File: src/rtl/merger_pkg.sv
// Shared port IDs and round-robin helper for the 3:1 merger.
package merger_pkg;
  localparam int NUM_PORTS = 3;

  typedef logic [1:0] port_id_t;

  localparam port_id_t PORT0 = 2'd0;
  localparam port_id_t PORT1 = 2'd1;
  localparam port_id_t PORT2 = 2'd2;

  function automatic port_id_t next_port(input port_id_t p);
    return (p == PORT2) ? PORT0 : port_id_t'(p + 2'd1);
  endfunction
endpackage

File: src/rtl/merger_fifo.sv
// Per-port input buffer: FIFO_DEPTH entries, first word visible on pop_dat.
// Latency: a push is visible one edge later; push and pop may share an edge.
// Backpressure: full is driven from the count only, and a push while full is dropped.
module merger_fifo #(
  parameter int DATA_W     = 8,
  parameter int FIFO_DEPTH = 4
) (
  input  logic              clk,
  input  logic              rst,
  input  logic              push,
  input  logic [DATA_W-1:0] push_dat,
  input  logic              pop,
  output logic [DATA_W-1:0] pop_dat,
  output logic              full,
  output logic              empty
);
  localparam int PTR_W = $clog2(FIFO_DEPTH);
  localparam int CNT_W = PTR_W + 1;

  logic [DATA_W-1:0] mem [FIFO_DEPTH];
  logic [PTR_W-1:0]  wr_ptr;
  logic [PTR_W-1:0]  rd_ptr;
  logic [CNT_W-1:0]  count;
  logic              do_push;
  logic              do_pop;

  assign do_push = push && !full;
  assign do_pop  = pop && !empty;
  assign full    = (count == CNT_W'(FIFO_DEPTH));
  assign empty   = (count == '0);
  assign pop_dat = mem[rd_ptr];

  // Pointers wrap naturally because FIFO_DEPTH is a power of two.
  always_ff @(posedge clk or negedge rst) begin
    if (!rst) begin
      wr_ptr <= '0;
      rd_ptr <= '0;
      count  <= '0;
    end else begin
      if (do_push) wr_ptr <= wr_ptr + 1'b1;
      if (do_pop)  rd_ptr <= rd_ptr + 1'b1;
      case ({do_push, do_pop})
        2'b10:   count <= count + 1'b1;
        2'b01:   count <= count - 1'b1;
        default: count <= count;
      endcase
    end
  end

  always_ff @(posedge clk) begin
    if (do_push) mem[wr_ptr] <= push_dat;
  end
endmodule

File: src/rtl/merger_3x1.sv
// Round-robin 3:1 merger with per-port FIFOs; 1-cycle latency from accept to output.
// Backpressure: output holds while valid_out && !ready_in; ready_out[i] = !full. Optional MERGER_PARITY_EN adds parity_out.
module merger_3x1
  import merger_pkg::*;
#(
  parameter int DATA_W     = 8,
  parameter int FIFO_DEPTH = 4
) (
  input  logic              clk,
  input  logic              rst,
  input  logic [DATA_W-1:0] data_in [NUM_PORTS],
  input  logic [2:0]        valid_in,
  output logic [2:0]        ready_out,
  output logic [DATA_W-1:0] data_out,
  output logic [1:0]        addr_out,
  output logic              valid_out,
  input  logic              ready_in
`ifdef MERGER_PARITY_EN
  ,
  output logic              parity_out
`endif
);
  logic [DATA_W-1:0]    fifo_dat [NUM_PORTS];
  logic [NUM_PORTS-1:0] fifo_full;
  logic [NUM_PORTS-1:0] fifo_empty;
  logic [NUM_PORTS-1:0] fifo_pop;
  port_id_t             last_grant;
  port_id_t             gnt;
  port_id_t             cand;
  logic                 gnt_vld;
  logic                 load;

  for (genvar i = 0; i < NUM_PORTS; i++) begin : g_fifo
    merger_fifo #(
      .DATA_W    (DATA_W),
      .FIFO_DEPTH(FIFO_DEPTH)
    ) u_fifo (
      .clk     (clk),
      .rst     (rst),
      .push    (valid_in[i] && ready_out[i]),
      .push_dat(data_in[i]),
      .pop     (fifo_pop[i]),
      .pop_dat (fifo_dat[i]),
      .full    (fifo_full[i]),
      .empty   (fifo_empty[i])
    );
  end

  assign ready_out = ~fifo_full;

  // Walk last_grant+1, +2, +3 (== last_grant) and take the first non-empty port.
  always_comb begin
    gnt_vld = 1'b0;
    gnt     = last_grant;
    cand    = last_grant;
    for (int k = 0; k < NUM_PORTS; k++) begin
      cand = next_port(cand);
      if (!gnt_vld && !fifo_empty[cand]) begin
        gnt_vld = 1'b1;
        gnt     = cand;
      end
    end
  end

  assign load = gnt_vld && (!valid_out || ready_in);

  always_comb begin
    fifo_pop = '0;
    if (load) fifo_pop[gnt] = 1'b1;
  end

  always_ff @(posedge clk or negedge rst) begin
    if (!rst) begin
      valid_out  <= 1'b0;
      data_out   <= '0;
      addr_out   <= '0;
      last_grant <= PORT2;
    end else if (load) begin
      valid_out  <= 1'b1;
      data_out   <= fifo_dat[gnt];
      addr_out   <= gnt;
      last_grant <= gnt;
    end else if (ready_in) begin
      valid_out  <= 1'b0;
    end
  end

`ifdef MERGER_PARITY_EN
  always_ff @(posedge clk or negedge rst) begin
    if (!rst)      parity_out <= 1'b0;
    else if (load) parity_out <= ^fifo_dat[gnt];
  end
`endif
endmodule

File: config.mk
export PLATFORM = sky130hd
export DESIGN_NAME = merger_3x1
export DESIGN_NICKNAME = d
export VERILOG_FILES = /design/src/rtl/merger_pkg.sv /design/src/rtl/merger_fifo.sv /design/src/rtl/merger_3x1.sv
export SDC_FILE = /design/constraint.sdc
export NUM_CORES = 1
export LEC_CHECK = 0
export ABC_CLOCK_PERIOD_IN_PS = 3200
export CAP_MARGIN = 20
export CORE_UTILIZATION = 58
export DETAILED_ROUTE_END_ITERATION = 10
export PLACE_DENSITY_LB_ADDON = 0.12
export SETUP_SLACK_MARGIN = 0.3
export SYNTH_ARGS = -nofsm -noshare
export SYNTH_HDL_FRONTEND = slang
export SYNTH_HIERARCHICAL = 1
export SYNTH_SLANG_ARGS = --single-unit
File: constraint.sdc
create_clock -name clk -period 3.2 [get_ports clk]
set_clock_uncertainty 0.05 [all_clocks]
set_input_delay 0.96 -clock clk [delete_from_list [all_inputs] [get_ports clk]]
set_output_delay 0.96 -clock clk [all_outputs]
set_load 0.03 [all_outputs]
; ---- Word level (Yosys, flattened, before mapping)
; Memory sizes are Yosys's and may differ from the RTL's.
; Index checks and enable logic that the tools add are counted.
[classes]
order_cmp = 6
muxes = 32
n_eq_ne = 12
n_reduce_logical = 31
addsub = 15
bitwise_logic = 2
[op_table]
columns = op, n
row1 = $add A2 B1 Y2 const B, 9
row2 = $pmux W3 S2, 3
row3 = $bmux W8 S2, 1
row4 = $mux W8, 2
row5 = $mux W1, 15
row6 = $logic_and A1 B1 Y1, 13
row7 = $eq A2 B2 Y1 const B, 6
row8 = $lt A2 B3 Y1 const B, 4
row9 = $mux W2, 6
row10 = $logic_not A1 Y1, 10
row11 = $add A3 B1 Y3 const B, 3
row12 = $eq A3 B3 Y1 const B, 3
row13 = $logic_not A3 Y1, 3
row14 = $sub A3 B1 Y3 const B, 3
row15 = $reduce_bool A2 Y1, 4
row16 = $bmux W1 S2, 3
row17 = $eq A2 B1 Y1 const B, 3
row18 = $ge A3 B3 Y1 const B, 1
row19 = $mux W3, 1
row20 = $not A2 Y3, 1
row21 = $not A3 Y3, 1
row22 = $demux W1 S2, 1
row23 = $ge A2 B1 Y1 const B, 1
row24 = $logic_or A1 B1 Y1, 1
[totals]
n_memories = 3
ram_bits = 96
out_inout_bits = 14
elab_cells = 114
register_bits = 34
[mem_list]
columns = name, words, width, rd, rd_clocked_by_memory_dff, wr, line_no
row1 = g_fifo[0].u_fifo.mem, 4, 8, 1, 0, 1, merger_fifo.sv:20  ; logic [DATA_W-1:0] mem [FIFO_DEPTH];
row2 = g_fifo[1].u_fifo.mem, 4, 8, 1, 0, 1, merger_fifo.sv:20
row3 = g_fifo[2].u_fifo.mem, 4, 8, 1, 0, 1, merger_fifo.sv:20

; ---- Longest topological paths before layout
; Gate-level depths: netlist of the first run.
[depth]
ltp_word = 20
depth_mapped = 13
depth_no_buf = 12

; ---- Modules after synthesis
; Netlist of the first run, hierarchy kept.
[by_module_without_submodules]
columns = mod, area_per_inst_um2, cells_per_inst, instances
row1 = merger_fifo (g_fifo[1].u_fifo ...), 1592.8, 79, 2
row2 = merger_fifo (g_fifo[0].u_fifo), 1584.0, 80, 1
row3 = merger_3x1, 711.9, 77, 1

; ---- Least setup slack after synthesis of the first run
; No wires, ideal clock.
[synth_timing]
path_kind = input-to-reg
start = input port ready_in
end = register g_fifo[1].u_fifo.count[2]
cell_stages = 11
path_buffers = 1
slack_ns = 0.497
t_arrival_ns = 2.574
required_ns = 3.071
path_cell_list = nand2b_1 > o21ai_2 > buf_6 > nor2_1 > o31a_2 > ha_1 > inv_1 > fa_1 > xor2_1 > nor2_1 > xor2_1
[synth_via]
elab_chain_cells = 6
[synth_rtl]
columns = element, line_no
row1 = start: declaration, merger_3x1.sv:17  ; input logic ready_in
row2 = $logic_or A1 B1 Y1 *, merger_3x1.sv:65  ; assign load = gnt_vld && (!valid_out || ready_in);
row3 = $logic_and A1 B1 Y1 *, merger_3x1.sv:65
row4 = $mux W3 *, merger_3x1.sv:69  ; if (load) fifo_pop[gnt] = 1'b1;
row5 = named net fifo_pop[1], merger_3x1.sv:26  ; logic [NUM_PORTS-1:0] fifo_pop;
row6 = $logic_and A1 B1 Y1 *, merger_fifo.sv:28  ; assign do_pop = pop && !empty;
row7 = named net g_fifo[1].u_fifo.do_pop, merger_fifo.sv:25  ; logic do_pop;
row8 = $eq A2 B1 Y1 or $eq A2 B2 Y1 (tied branches), merger_fifo.sv:42  ; case ({do_push, do_pop})
row9 = $pmux W3 S2 or $reduce_bool A2 Y1 (tied branches), n/a
row10 = end signal: assignment, merger_fifo.sv:43  ; 2'b10: count <= count + 1'b1;
row11 = end signal: assignment, merger_fifo.sv:44  ; 2'b01: count <= count - 1'b1;
row12 = end signal: assignment, merger_fifo.sv:45  ; default: count <= count;
row13 = end: declaration, merger_fifo.sv:23  ; logic [CNT_W-1:0] count;
; The timed path passes the listed nets; every way through them passes the cells marked *.
; A chain may end at the register's enable or synchronous reset.

; ---- Worst setup path after layout of the first run
[layout_timing]
start = register g_fifo[0].u_fifo.count[0]
end = output port ready_out[0]
[layout_via]
elab_chain_cells = 2
[layout_rtl]
columns = element, line_no
row1 = start: declaration, merger_fifo.sv:23
row2 = start signal: assignment, merger_fifo.sv:43
row3 = start signal: assignment, merger_fifo.sv:44
row4 = start signal: assignment, merger_fifo.sv:45
row5 = $eq A3 B3 Y1, merger_fifo.sv:29  ; assign full = (count == CNT_W'(FIFO_DEPTH));
row6 = named net fifo_full[0], merger_3x1.sv:24  ; logic [NUM_PORTS-1:0] fifo_full;
row7 = $not A3 Y3, merger_3x1.sv:49  ; assign ready_out = ~fifo_full;
row8 = end: declaration, merger_3x1.sv:13  ; output logic [2:0] ready_out,
; The timed path passes the listed nets, and every way through them passes these cells.

==> impl_table.tex, run 1 <==
\begin{tabular}{lr}
\hline
Metric & Value \\
\hline
\multicolumn{2}{l}{\textbf{Outcome}} \\
Status & completed \\
\multicolumn{2}{l}{\textbf{Floorplanning}} \\
Number of core rows & 35 \\
Floorplan die width & around 99 um \\
Vertical die dimension & between 90 and 100 um \\
Standard cell core area & roughly 9200 um\^{}2 \\
Count of pins on the block boundary & 44 \\
Die ar. & around 9800 um\^{}2 \\
Initial standard-cell utilization of the core & 0.596 \\
\multicolumn{2}{l}{\textbf{Timing}} \\
Final setup TNS & 0 ps \\
Clock period minus final worst setup slack & $\sim$2700 ps \\
Number of endpoints failing setup at the final stage & 0 \\
Number of pins with negative max-slew slack in the final report & 0 \\
Setup repair after global routing missed its margin & false \\
Relative slew slack & 0.610 \\
Count of endpoints failing hold in the final timing report & 0 \\
Fmax & around 0.37 GHz \\
Worst Tran Pin Value & 585 ps \\
Final period utilization & 0.850 \\
\multicolumn{2}{l}{\textbf{Power and ir drop}} \\
Sequential group share of total power & 0.402 \\
IR drop worst, VDD & approximately 660 uV \\
Leak Pwr & approximately 2.5 nW \\
Proportion of power drawn by the clock network & 0.286 \\
Logic gate share of total power & 0.312 \\
Switching fraction of total power & 0.327 \\
Power spent charging and discharging nets & 2.21 mW \\
Power Internal & between 4 and 5 mW \\
Power density over the cells & between 1000 and 1500 nW/um\^{}2 \\
\multicolumn{2}{l}{\textbf{Run}} \\
Max-capacitance violation count & 0 \\
\multicolumn{2}{l}{\textbf{Clock network}} \\
Clock-pin slew on the worst setup and hold paths & $\sim$60 ps \\
TritonCTS clock tree & yes \\
CTS buffer count & 17 \\
Post-CTS setup-driven buffer insertion count & 0 \\
Number of buffers on the longest clock path & 2 \\
Root buffer cell & sky130\_fd\_sc\_hd\_\_clkbuf\_8 \\
Deepest level of the CTS H-tree & 4 \\
Clock sink count & $\sim$130 \\
Clock network latency to the later pin of the worst-skew pair & approximately 500 ps \\
\multicolumn{2}{l}{\textbf{Route}} \\
Initial DRC count & 180 \\
Via count & roughly 2,800 \\
Drt drc & 0 \\
Average via count per standard cell & approximately 5.6 \\
Drt wl/cell & between 15 and 20 um \\
Post-DRT Antenna Nets & 0 \\
Wire length reported by the detailed router & approximately 9.5 mm \\
DRT Pass-1 Iters & 4 \\
\multicolumn{2}{l}{\textbf{Setup path}} \\
Startpoint Class & register \\
WS Path Type & register to primary output \\
Setup slack of the most critical reg-to-reg path & $\sim$500 ps \\
Signal arrival time at the worst endpoint & between 1500 and 2000 ps \\
Reg2reg path depth & 12 \\
Capture point of the worst reg-to-reg path & g\_fifo[1].u\_fifo/count[2] \\
Critical path fanouts, max & 6 \\
Required time at the worst-slack endpoint & about 2200 ps \\
Nature of the critical path endpoint & primary output \\
Reg-to-reg startpoint & g\_fifo[0].u\_fifo/count[0] \\
\multicolumn{2}{l}{\textbf{Layout}} \\
Antenna Diode Count & 0 \\
Post-layout instance count excluding filler cells & between 400 and 500 \\
Number of nets in the finished design & 422 \\
Signed area change from the synthesized netlist to the final layout & 21.2\% \\
Ratio of cells with drive above 1 in the final layout & 0.240 \\
\multicolumn{2}{l}{\textbf{Worst hold path}} \\
Worst hold stages & 1 \\
Worst hold path startpoint & addr\_out[1] \\
Hold Crit Class & register to register \\
End point of the worst hold path & addr\_out[1] \\
\multicolumn{2}{l}{\textbf{Yosys}} \\
Synth Cell Area & 5480 um\^{}2 \\
Number of instances in the synthesized netlist & between 300 and 400 \\
Synth Register Bits & between 100 and 150 \\
Distinct cells, synth & 37 \\
Warnings from Yosys & 6 \\
Cell types with the largest area share after synthesis & sky130\_fd\_sc\_hd\_\_edfxtp\_1 (53\%), sky130\_fd\_sc\_hd\_\_dfrtp\_1 (15\%), sky130\_fd\_sc\_hd\_\_mux4\_2 (9.9\%) \\
Nets in the synthesized netlist & around 360 \\
Largest area contributor in the synthesized netlist & sky130\_fd\_sc\_hd\_\_edfxtp\_1 \\
Sequential fraction of the synthesis area & 0.677 \\
Fraction of synthesized cell area taken by the top area cell type & 0.526 \\
Mean Syn Cell Area & between 15 and 20 um\^{}2 \\
\multicolumn{2}{l}{\textbf{Place}} \\
PortBufs & 43 \\
Weighted congestion at the end of routability-driven global placement & between 0.7 and 0.8 \\
Total instance count after detailed placement & approximately 470 \\
Post-DP HPWL & about 6.3 mm \\
\multicolumn{2}{l}{\textbf{Global route}} \\
Antenna violations before repair & 0 \\
First-pass GRT wire length & 15.5 mm \\
Maximum number of pins on one net before global-route repair & 34 \\
Vias in the first global route & between 2,000 and 3,000 \\
Final global-route overflow total & 0 \\
GRT Util Overall & 0.219 \\
\hline
\end{tabular}
==> sequential cells by signal, summed over array words and instances, names as in the netlist <==
register              flops
data_out                  8
g_fifo.u_fifo/rd_ptr      6
g_fifo.u_fifo/mem        96
addr_out                  2
g_fifo.u_fifo/count       9
g_fifo.u_fifo/wr_ptr      6
valid_out                 1
last_grant                1
==> per-stage QoR <==
step	power, mW	util	instance area, um^2	hold slack (ps)	worst slack, ps
floorplan	4.21	-	5480	427	497
global placement	4.80	0.657	6040	427	71.6
detailed placement	4.86	0.657	6040	429	-21.0
CTS	6.80	0.721	6630	442	311
global route	7.13	0.722	6640	482	299
finish	6.76	0.722	6640	435	480
==> worst max path at each step <==
stage / startpoint / to / cells past startpoint
after floorplan: ready_in / g_fifo[1].u_fifo/count[2] / 11
after detailed placement: ready_in / g_fifo[1].u_fifo/count[2] / 11
after global placement: ready_in / g_fifo[1].u_fifo/count[2] / 11
final: g_fifo[0].u_fifo/count[0] / ready_out[0] / 4
after global routing: g_fifo[0].u_fifo/count[0] / g_fifo[1].u_fifo/count[2] / 12
after CTS: g_fifo[0].u_fifo/count[0] / ready_out[0] / 4
==> power groups by stage <==
stage	clock [mW]	sequential (mW)	combinational, mW
after floorplan	0	2.61	1.60
after global placement	0	2.73	2.07
after detailed placement	0	2.74	2.12
after CTS	1.96	2.72	2.13
after global routing	2.03	2.79	2.31
final	1.93	2.72	2.11
==> cells in the mapped netlist, drive strengths merged <==
library cell and number:
mux4 24, o221ai 8, fa 3, clkbuf 2
nand2 13, nor2 7, o31ai 1, nor3 3
and2 10, xnor2 9, a21oi 1, mux2 3
and3 4, mux2i 11, xor2 9, nand3 2
or3b 1, nor2b 8, nand2b 2, dfrtp 32
dfstp 1, o21a 2, o211ai 1, nor3b 2
buf 7, o31a 3, edfxtp 96, inv 33
o21ai 2, ha 15
==> per-layer routing <==
layer,part of all wire,GRT usage,vias up
met2,0.49,0.338,79
met5,0,0,-
met3,0.049,0.0499,8
met4,0.0078,0.0882,0
met1,0.45,0.306,1393
li1,-,-,1285
==> cell families (layout without fill, tap and decap cells) <==
group,count (synthesis),count (layout),share of synthesized area
fa+ha+maj,18,18,0.0452
flops,129,129,0.677
compound gates,18,18,0.0290
mux,38,38,0.127
simple gates,52,52,0.0605
buf+inv,42,114,0.0329
xor+xnor,18,18,0.0288
==> layout by cell type (no fill, tap or decap), drive strengths merged, types with 8 or more instances in the layout <==
cell           count
inv               38
mux4              24
ha                15
o221ai             8
clkbuf            19
clkdlybuf4s50     40
nand2             13
and2              10
xnor2              9
edfxtp            96
dfrtp             32
xor2               9
nor2b              8
mux2i             11
==> worst max-delay path, cell delays in order (launching register included) <==
cell and delay [ps]:
sky130_fd_sc_hd__dfrtp_1 440, sky130_fd_sc_hd__or3b_4 460, sky130_fd_sc_hd__inv_1 90, sky130_fd_sc_hd__inv_1 50
sky130_fd_sc_hd__clkbuf_2 170
==> repair_timing <==
action / 4_1_cts / 5_1_grt
hold buffers: 0 / 0
setup endpoints to repair: 3 / 5
resized for setup: 3 / 5
==> final cells by class <==
| class | count | area (um^2) |
|---|---|---|
| well taps | 111 | 139 |
| multi-input cells | 144 | 1610 |
| repair buffers | 49 | 468 |
| flip-flops and latches | 129 | 3710 |
| clock buffers | 18 | 418 |
| fillers | 607 | 2550 |
| inverters | 33 | 124 |
| clock inverters | 14 | 179 |
Power figures use the tool's default switching activity.
==> run 2: changes to the inputs <==
Settings changed: CORE_MARGIN set to 5.
==> impl_table.tex, run 2 (synthesis gave the netlist of run 1 again) <==
\begin{tabular}{lr}
\hline
Metric & Value \\
\hline
\multicolumn{2}{l}{\textbf{Layout}} \\
Core Util, Final & 0.718 (-0.00491) \\
Number of nets in the finished design & 420 (-0.47\%) \\
Ratio of cells with drive above 1 in the final layout & 0.236 (-0.00395) \\
Signed area change from the synthesized netlist to the final layout & 21.0\% \\
Register with the highest flop count & g\_fifo.u\_fifo/mem \\
Commonest cells after routing, fill and taps aside & sky130\_fd\_sc\_hd\_\_edfxtp\_1 (96), sky130\_fd\_sc\_hd\_\_clkdlybuf4s50\_1 (40), sky130\_fd\_sc\_hd\_\_inv\_1 (33) \\
Largest regs & g\_fifo.u\_fifo/mem (96), g\_fifo.u\_fifo/count (9), data\_out (8) \\
Antenna Diode Count & 0 (unchanged) \\
Post-layout instance count excluding filler cells & 514 (+3.2\%) \\
Most common library cell in the layout ignoring fill and taps & sky130\_fd\_sc\_hd\_\_edfxtp\_1 \\
Number of flip-flops in the largest register & 96 (unchanged) \\
\multicolumn{2}{l}{\textbf{Timing}} \\
Final period utilization & 0.848 (-0.00165) \\
Relative slew slack & 0.602 (-0.00775) \\
Final Worst Setup Slack & 485 ps (+5.30 ps) \\
Number of endpoints failing setup at the final stage & 0 (unchanged) \\
Count of endpoints failing hold in the final timing report & 0 (unchanged) \\
Setup repair after global routing missed its margin & false \\
Number of pins with negative max-slew slack in the final report & 0 (unchanged) \\
Hold WS & 452 ps (+17.2 ps) \\
Clock period minus final worst setup slack & 2720 ps (-5.30 ps) \\
Fmax & 0.368 GHz (+0.20\%) \\
Worst Tran Pin Value & 597 ps (+11.6 ps) \\
\multicolumn{2}{l}{\textbf{Power and ir drop}} \\
Post-layout total power & 6.65 mW (-1.7\%) \\
Power density over the cells & 1000 nW/um\^{}2 (-1.5\%) \\
Leak Pwr & 2.50 nW (-1.2\%) \\
IR drop worst, VDD & 495 uV (-25\%) \\
\multicolumn{2}{l}{\textbf{Route}} \\
Post-DRT Antenna Nets & 0 (unchanged) \\
Average via count per standard cell & 5.34 (-3.8\%) \\
Initial DRC count & 154 (-14\%) \\
Via count & 2,745 (-0.72\%) \\
DRT Pass-1 Iters & 5 (+1) \\
Wire length reported by the detailed router & 9.45 mm (-0.67\%) \\
Drt wl/cell & 18.4 um (-3.8\%) \\
Drt drc & 0 (unchanged) \\
\multicolumn{2}{l}{\textbf{Clock network}} \\
TritonCTS clock tree & yes \\
CTS buffer count & 17 (unchanged) \\
Number of buffers on the longest clock path & 2 (unchanged) \\
Clock-pin slew on the worst setup and hold paths & 60 ps (about the same) \\
Root buffer cell & sky130\_fd\_sc\_hd\_\_clkbuf\_8 \\
Deepest level of the CTS H-tree & 4 (unchanged) \\
Clock network latency to the later pin of the worst-skew pair & 510 ps (about the same) \\
Clock sink count & 129 (unchanged) \\
\multicolumn{2}{l}{\textbf{Worst hold path}} \\
Worst hold stages & 1 (unchanged) \\
Worst hold path startpoint & addr\_out[1] \\
End point of the worst hold path & addr\_out[1] \\
Hold Crit Class & register to register \\
\multicolumn{2}{l}{\textbf{Place}} \\
Placement Setup Slack & -26.5 ps (-5.41 ps) \\
Weighted congestion at the end of routability-driven global placement & 0.800 (+5.9\%) \\
Total instance count after detailed placement & 482 (+3.4\%) \\
PortBufs & 43 (unchanged) \\
Post-DP HPWL & 6.55 mm (+4.0\%) \\
\multicolumn{2}{l}{\textbf{Global route}} \\
Final global-route overflow total & 0 (unchanged) \\
Global-route track usage on met1 & 0.267 (-0.0392) \\
First-pass GRT wire length & 15.4 mm (-0.36\%) \\
Met2 usage in global routing & 0.270 (-0.0678) \\
Maximum number of pins on one net before global-route repair & 34 (unchanged) \\
GRT Util Overall & 0.185 (-0.0340) \\
GRT met3 Usage & 0.0578 (+0.00790) \\
Busiest grt layer & met2 \\
Antenna violations before repair & 0 (unchanged) \\
Vias in the first global route & 2,890 (+0.84\%) \\
\multicolumn{2}{l}{\textbf{Setup path}} \\
Slowest stage cell, crit path & sky130\_fd\_sc\_hd\_\_dfrtp\_2 \\
Buffers and inverters on the worst path & 3 (unchanged) \\
Required time at the worst-slack endpoint & 2190 ps (about the same) \\
WS Path Type & register to primary output \\
Reg-to-reg startpoint & g\_fifo[2].u\_fifo/count[0] \\
Signal arrival time at the worst endpoint & 1710 ps (about the same) \\
Ordered list of cells on the worst path & or3b\_4, inv\_1, inv\_1, clkbuf\_2 \\
Crit path largest cell delay & 450 ps (about the same) \\
Dominant cell type by count on the critical path & sky130\_fd\_sc\_hd\_\_inv\_1 \\
Reg2reg path depth & 12 (unchanged) \\
Setup slack of the most critical reg-to-reg path & 520 ps (+20 ps) \\
Nature of the critical path endpoint & primary output \\
Critical path fanouts, max & 6 (unchanged) \\
Capture point of the worst reg-to-reg path & g\_fifo[0].u\_fifo/count[2] \\
CP delay by family, top & flip-flops \\
Startpoint Class & register \\
\multicolumn{2}{l}{\textbf{Floorplanning}} \\
Initial standard-cell utilization of the core & 0.593 (-0.00282) \\
Number of core rows & 35 (unchanged) \\
Die ar. & 11,500 um\^{}2 (+17\%) \\
Count of pins on the block boundary & 44 (unchanged) \\
Standard cell core area & 9240 um\^{}2 (+0.48\%) \\
Vertical die dimension & 107 um (+8.1\%) \\
Floorplan die width & 107 um (+8.1\%) \\
\multicolumn{2}{l}{\textbf{Outcome}} \\
Status & completed \\
\multicolumn{2}{l}{\textbf{Run}} \\
Max-capacitance violation count & 0 (unchanged) \\
\hline
\end{tabular}
## run 2: cell types whose count changed in the layout (fill, tap and decap cells not counted), sizes merged
cell	delta
buf	-2
bufinv	-1
clkinv	-1
clkinvlp	+2
## run 2: how the worst max path moves through the flow
| stage | start | to | cells past startpoint |
|---|---|---|---|
| floorplan | ready_in | g_fifo[1].u_fifo/count[2] | 11 |
| global placement | ready_in | g_fifo[0].u_fifo/count[2] | 11 |
| detailed placement | ready_in | g_fifo[0].u_fifo/count[2] | 11 |
| CTS | g_fifo[0].u_fifo/count[0] | ready_out[0] | 4 |
| global route | g_fifo[2].u_fifo/count[0] | g_fifo[0].u_fifo/count[2] | 12 |
| finish | g_fifo[0].u_fifo/count[0] | ready_out[0] | 4 |
## run 2: worst reg2reg max path, stage by stage (launching register included)
cell and delay [ps]:
sky130_fd_sc_hd__dfrtp_1 470, sky130_fd_sc_hd__nor3_2 330, sky130_fd_sc_hd__inv_1 110, sky130_fd_sc_hd__a21oi_1 170, sky130_fd_sc_hd__o21ai_2 140, sky130_fd_sc_hd__nor2_1 120, sky130_fd_sc_hd__o31a_2 190, sky130_fd_sc_hd__ha_1 180
sky130_fd_sc_hd__inv_1 60, sky130_fd_sc_hd__fa_1 370, sky130_fd_sc_hd__xor2_1 150, sky130_fd_sc_hd__nor2_1 110, sky130_fd_sc_hd__xor2_1 150
## run 2: area by class of cell
type,instances,area [um^2]
Tap cell,129,161
Sequential cell,129,3710
Inverter,33,124
Fill cell,579,2610
Clock buffer,18,418
Multi-Input combinational cell,144,1610
Clock inverter,14,156
Timing Repair Buffer,47,453
## run 2: report_power, final
group	internal (mW)	switching, mW
Sequential	2.30	0.433
Combinational	1.04	1.02
Clock	1.12	0.729
Total	4.46	2.18
## run 2: through the flow
stage          cell area (um^2)  TNS, ps
2_1_floorplan              5480        0
3_3_place_gp               6050        0
3_5_place_dp               6050    -52.2
4_1_cts                    6620        0
5_1_grt                    6630        0
6_report                   6630        0
## run 2: what timing repair did
action | 4_1_cts | 5_1_grt
gates resized for setup | 3 | 6
buffers inserted | 0 | 0
endpoints found under the setup margin | 3 | 4
hold buffers | 0 | 0
## run 2: layer usage
metal / part of all wire / vias to the layer above
li1: - / 1274
met1: 0.47 / 1398
met2: 0.48 / 64
met3: 0.039 / 9
met4: 0.0089 / 0
met5: 0 / -
==> run 3: changes to the inputs <==
Settings changed: ABC_CLOCK_PERIOD_IN_PS 3200 to 2800.
Clock period 3.2 ns to 2.8 ns, I/O delays scaled along.
==> impl_table.tex, run 3 (synthesis gave the netlist of run 1 again) <==
\begin{tabular}{lr}
\hline
Metric & Value \\
\hline
\multicolumn{2}{l}{\textbf{Outcome}} \\
Status & completed \\
\multicolumn{2}{l}{\textbf{Global route}} \\
Vias in the first global route & 3,168 (+9.6\%) \\
Antenna violations before repair & 0 (unchanged) \\
Maximum number of pins on one net before global-route repair & 34 (unchanged) \\
GRT Util Overall & 0.191 (+0.00678) \\
First-pass GRT wire length & 16.2 mm (+5.1\%) \\
Final global-route overflow total & 0 (unchanged) \\
\multicolumn{2}{l}{\textbf{Place}} \\
Post-DP HPWL & 6.63 mm (+1.1\%) \\
Weighted congestion at the end of routability-driven global placement & 0.753 (-5.9\%) \\
Area after detailed placement & 6160 um\^{}2 (+1.9\%) \\
Placement Setup Slack & -137 ps (-111 ps) \\
Total instance count after detailed placement & 492 (+2.1\%) \\
PortBufs & 43 (unchanged) \\
\multicolumn{2}{l}{\textbf{Power and ir drop}} \\
Sequential group share of total power & 0.382 (-0.029) \\
Power spent charging and discharging nets & 2.66 mW (+22\%) \\
Post-layout total power & 8.15 mW (+23\%) \\
IR drop worst, VDD & 570 uV (+15\%) \\
Leak Pwr & 2.69 nW (+7.8\%) \\
Logic gate share of total power & 0.349 (+0.038) \\
Power density over the cells & 1170 nW/um\^{}2 (+16\%) \\
Switching fraction of total power & 0.326 (-0.00230) \\
Proportion of power drawn by the clock network & 0.270 (-0.008) \\
Power Internal & 5.49 mW (+23\%) \\
\multicolumn{2}{l}{\textbf{Layout}} \\
Antenna Diode Count & 0 (unchanged) \\
Signed area change from the synthesized netlist to the final layout & 27.4\% \\
Number of nets in the finished design & 448 (+6.7\%) \\
Number of flip-flops in the largest register & 96 (unchanged) \\
Count of fill cells added during filler insertion & 521 (-10\%) \\
Most common library cell in the layout ignoring fill and taps & sky130\_fd\_sc\_hd\_\_edfxtp\_1 \\
Post-layout instance count excluding filler cells & 542 (+5.4\%) \\
Final std cell area, no fill & 6980 um\^{}2 (+5.3\%) \\
Commonest cells after routing, fill and taps aside & sky130\_fd\_sc\_hd\_\_edfxtp\_1 (96), sky130\_fd\_sc\_hd\_\_clkdlybuf4s50\_1 (35), sky130\_fd\_sc\_hd\_\_buf\_4 (30) \\
Ratio of cells with drive above 1 in the final layout & 0.346 (+0.110) \\
Largest regs & g\_fifo.u\_fifo/mem (96), g\_fifo.u\_fifo/count (9), data\_out (8) \\
Register with the highest flop count & g\_fifo.u\_fifo/mem \\
\multicolumn{2}{l}{\textbf{Route}} \\
Average via count per standard cell & 5.37 (+0.57\%) \\
Post-DRT Antenna Nets & 0 (unchanged) \\
Drt drc & 0 (unchanged) \\
Via count & 2,911 (+6.0\%) \\
Wire length reported by the detailed router & 10.1 mm (+7.3\%) \\
Drt wl/cell & 18.7 um (+1.7\%) \\
Initial DRC count & 141 (-8.4\%) \\
DRT Pass-1 Iters & 4 (-1) \\
\multicolumn{2}{l}{\textbf{Floorplanning}} \\
Floorplan die width & 107 um (unchanged) \\
Standard cell core area & 9240 um\^{}2 (unchanged) \\
Initial standard-cell utilization of the core & 0.593 (unchanged) \\
Die ar. & 11,500 um\^{}2 (unchanged) \\
Vertical die dimension & 107 um (unchanged) \\
Number of core rows & 35 (unchanged) \\
Count of pins on the block boundary & 44 (unchanged) \\
\multicolumn{2}{l}{\textbf{Clock network}} \\
Number of buffers on the longest clock path & 2 (unchanged) \\
Clock-pin slew on the worst setup and hold paths & 60 ps (about the same) \\
Clock network latency to the later pin of the worst-skew pair & 510 ps (about the same) \\
Deepest level of the CTS H-tree & 4 (unchanged) \\
TritonCTS clock tree & yes \\
Root buffer cell & sky130\_fd\_sc\_hd\_\_clkbuf\_8 \\
Clock sink count & 129 (unchanged) \\
CTS buffer count & 17 (unchanged) \\
\multicolumn{2}{l}{\textbf{Timing}} \\
Relative slew slack & 0.606 (+0.00359) \\
Number of pins with negative max-slew slack in the final report & 0 (unchanged) \\
Clock period minus final worst setup slack & $\sim$2500 ps \\
Worst Tran Pin Value & 592 ps (-5.38 ps) \\
Number of endpoints failing setup at the final stage & 0 (unchanged) \\
Setup repair after global routing missed its margin & true \\
Count of endpoints failing hold in the final timing report & 0 (unchanged) \\
Final Worst Setup Slack & 288 ps (-197 ps) \\
Final period utilization & 0.897 \\
Fmax & about 0.40 GHz \\
\multicolumn{2}{l}{\textbf{Setup path}} \\
Setup slack of the most critical reg-to-reg path & 320 ps (-200 ps) \\
Reg-to-reg startpoint & g\_fifo[2].u\_fifo/count[1] \\
Signal arrival time at the worst endpoint & 1620 ps (-90 ps) \\
Nature of the critical path endpoint & primary output \\
Capture point of the worst reg-to-reg path & g\_fifo[0].u\_fifo/count[2] \\
Slowest stage cell, crit path & sky130\_fd\_sc\_hd\_\_dfrtp\_2 \\
WS Path Type & register to primary output \\
CP delay by family, top & flip-flops \\
Required time at the worst-slack endpoint & 1910 ps (-280 ps) \\
Critical path fanouts, max & 4 (-2) \\
Ordered list of cells on the worst path & or3b\_4, inv\_2, inv\_2, buf\_6 \\
Dominant cell type by count on the critical path & sky130\_fd\_sc\_hd\_\_inv\_2 \\
Reg2reg path depth & 12 (unchanged) \\
Crit path largest cell delay & 440 ps (about the same) \\
Buffers and inverters on the worst path & 3 (unchanged) \\
Startpoint Class & register \\
\multicolumn{2}{l}{\textbf{Worst hold path}} \\
End point of the worst hold path & addr\_out[1] \\
Worst hold path startpoint & addr\_out[1] \\
Hold Crit Class & register to register \\
Worst hold stages & 1 (unchanged) \\
\multicolumn{2}{l}{\textbf{Run}} \\
Max-capacitance violation count & 0 (unchanged) \\
\hline
\end{tabular}
[run 3: cell types whose count changed in the layout (fill, tap and decap cells not counted), moves of 4 or more]
cell / delta
sky130_fd_sc_hd__dfrtp_2: +4
sky130_fd_sc_hd__inv_2: +4
sky130_fd_sc_hd__buf_4: +26
sky130_fd_sc_hd__clkdlybuf4s50_1: -5
sky130_fd_sc_hd__inv_1: -4
sky130_fd_sc_hd__dfrtp_1: -4
[run 3: what timing repair did]
action | in CTS | in global routing
setup buffers | 9 | 9
setup endpoints to repair | 8 | 8
resized for setup | 22 | 27
pin swaps | 7 | 14
hold buffers | 0 | 0
[run 3: worst max-delay path by stage]
stage                                    from                   endpoint  cells after the start  slack [ps]
detailed placement                   ready_in  g_fifo[1].u_fifo/count[2]                     11        -140
finish              g_fifo[0].u_fifo/count[0]               ready_out[0]                      4         290
global route        g_fifo[0].u_fifo/count[2]  g_fifo[1].u_fifo/count[2]                     13         210
floorplan           g_fifo[0].u_fifo/count[2]  g_fifo[1].u_fifo/count[2]                     13         300
global placement                     ready_in  g_fifo[0].u_fifo/count[2]                     11         -70
CTS                 g_fifo[0].u_fifo/count[1]               ready_out[0]                      4         230
[run 3: routing by layer]
layer	vias up	share of wire	GRT usage
met4	0	0.021	0.0822
met1	1493	0.43	0.248
met3	19	0.039	0.0584
li1	1341	-	-
met5	-	0	0
met2	58	0.51	0.301
[run 3: through the flow]
| step | util | hold WS (ps) | TNS, ps |
|---|---|---|---|
| 2_1_floorplan | - | 435 | 0 |
| 3_3_place_gp | 0.667 | 428 | -151 |
| 3_5_place_dp | 0.667 | 429 | -364 |
| 4_1_cts | 0.741 | 443 | 0 |
| 5_1_grt | 0.756 | 474 | 0 |
| 6_report | 0.756 | 437 | 0 |
[run 3: final cells by class]
class	instances	area [um^2]	area share
clock buffer	18	418	0.0599
clock inverter	14	181	0.0260
inverter	33	124	0.0177
multi-input combinational	144	1700	0.244
sequential	129	3720	0.532
tap	129	161	0.0231
timing repair buffer	75	677	0.0970
[run 3: power by group through the flow]
stage	sequential, mW	combinational (mW)	clock (mW)
detailed placement	3.13	2.54	0
global route	3.18	3.07	2.33
finish	3.11	2.84	2.20
CTS	3.11	2.66	2.24
floorplan	2.99	1.87	0
global placement	3.13	2.47	0
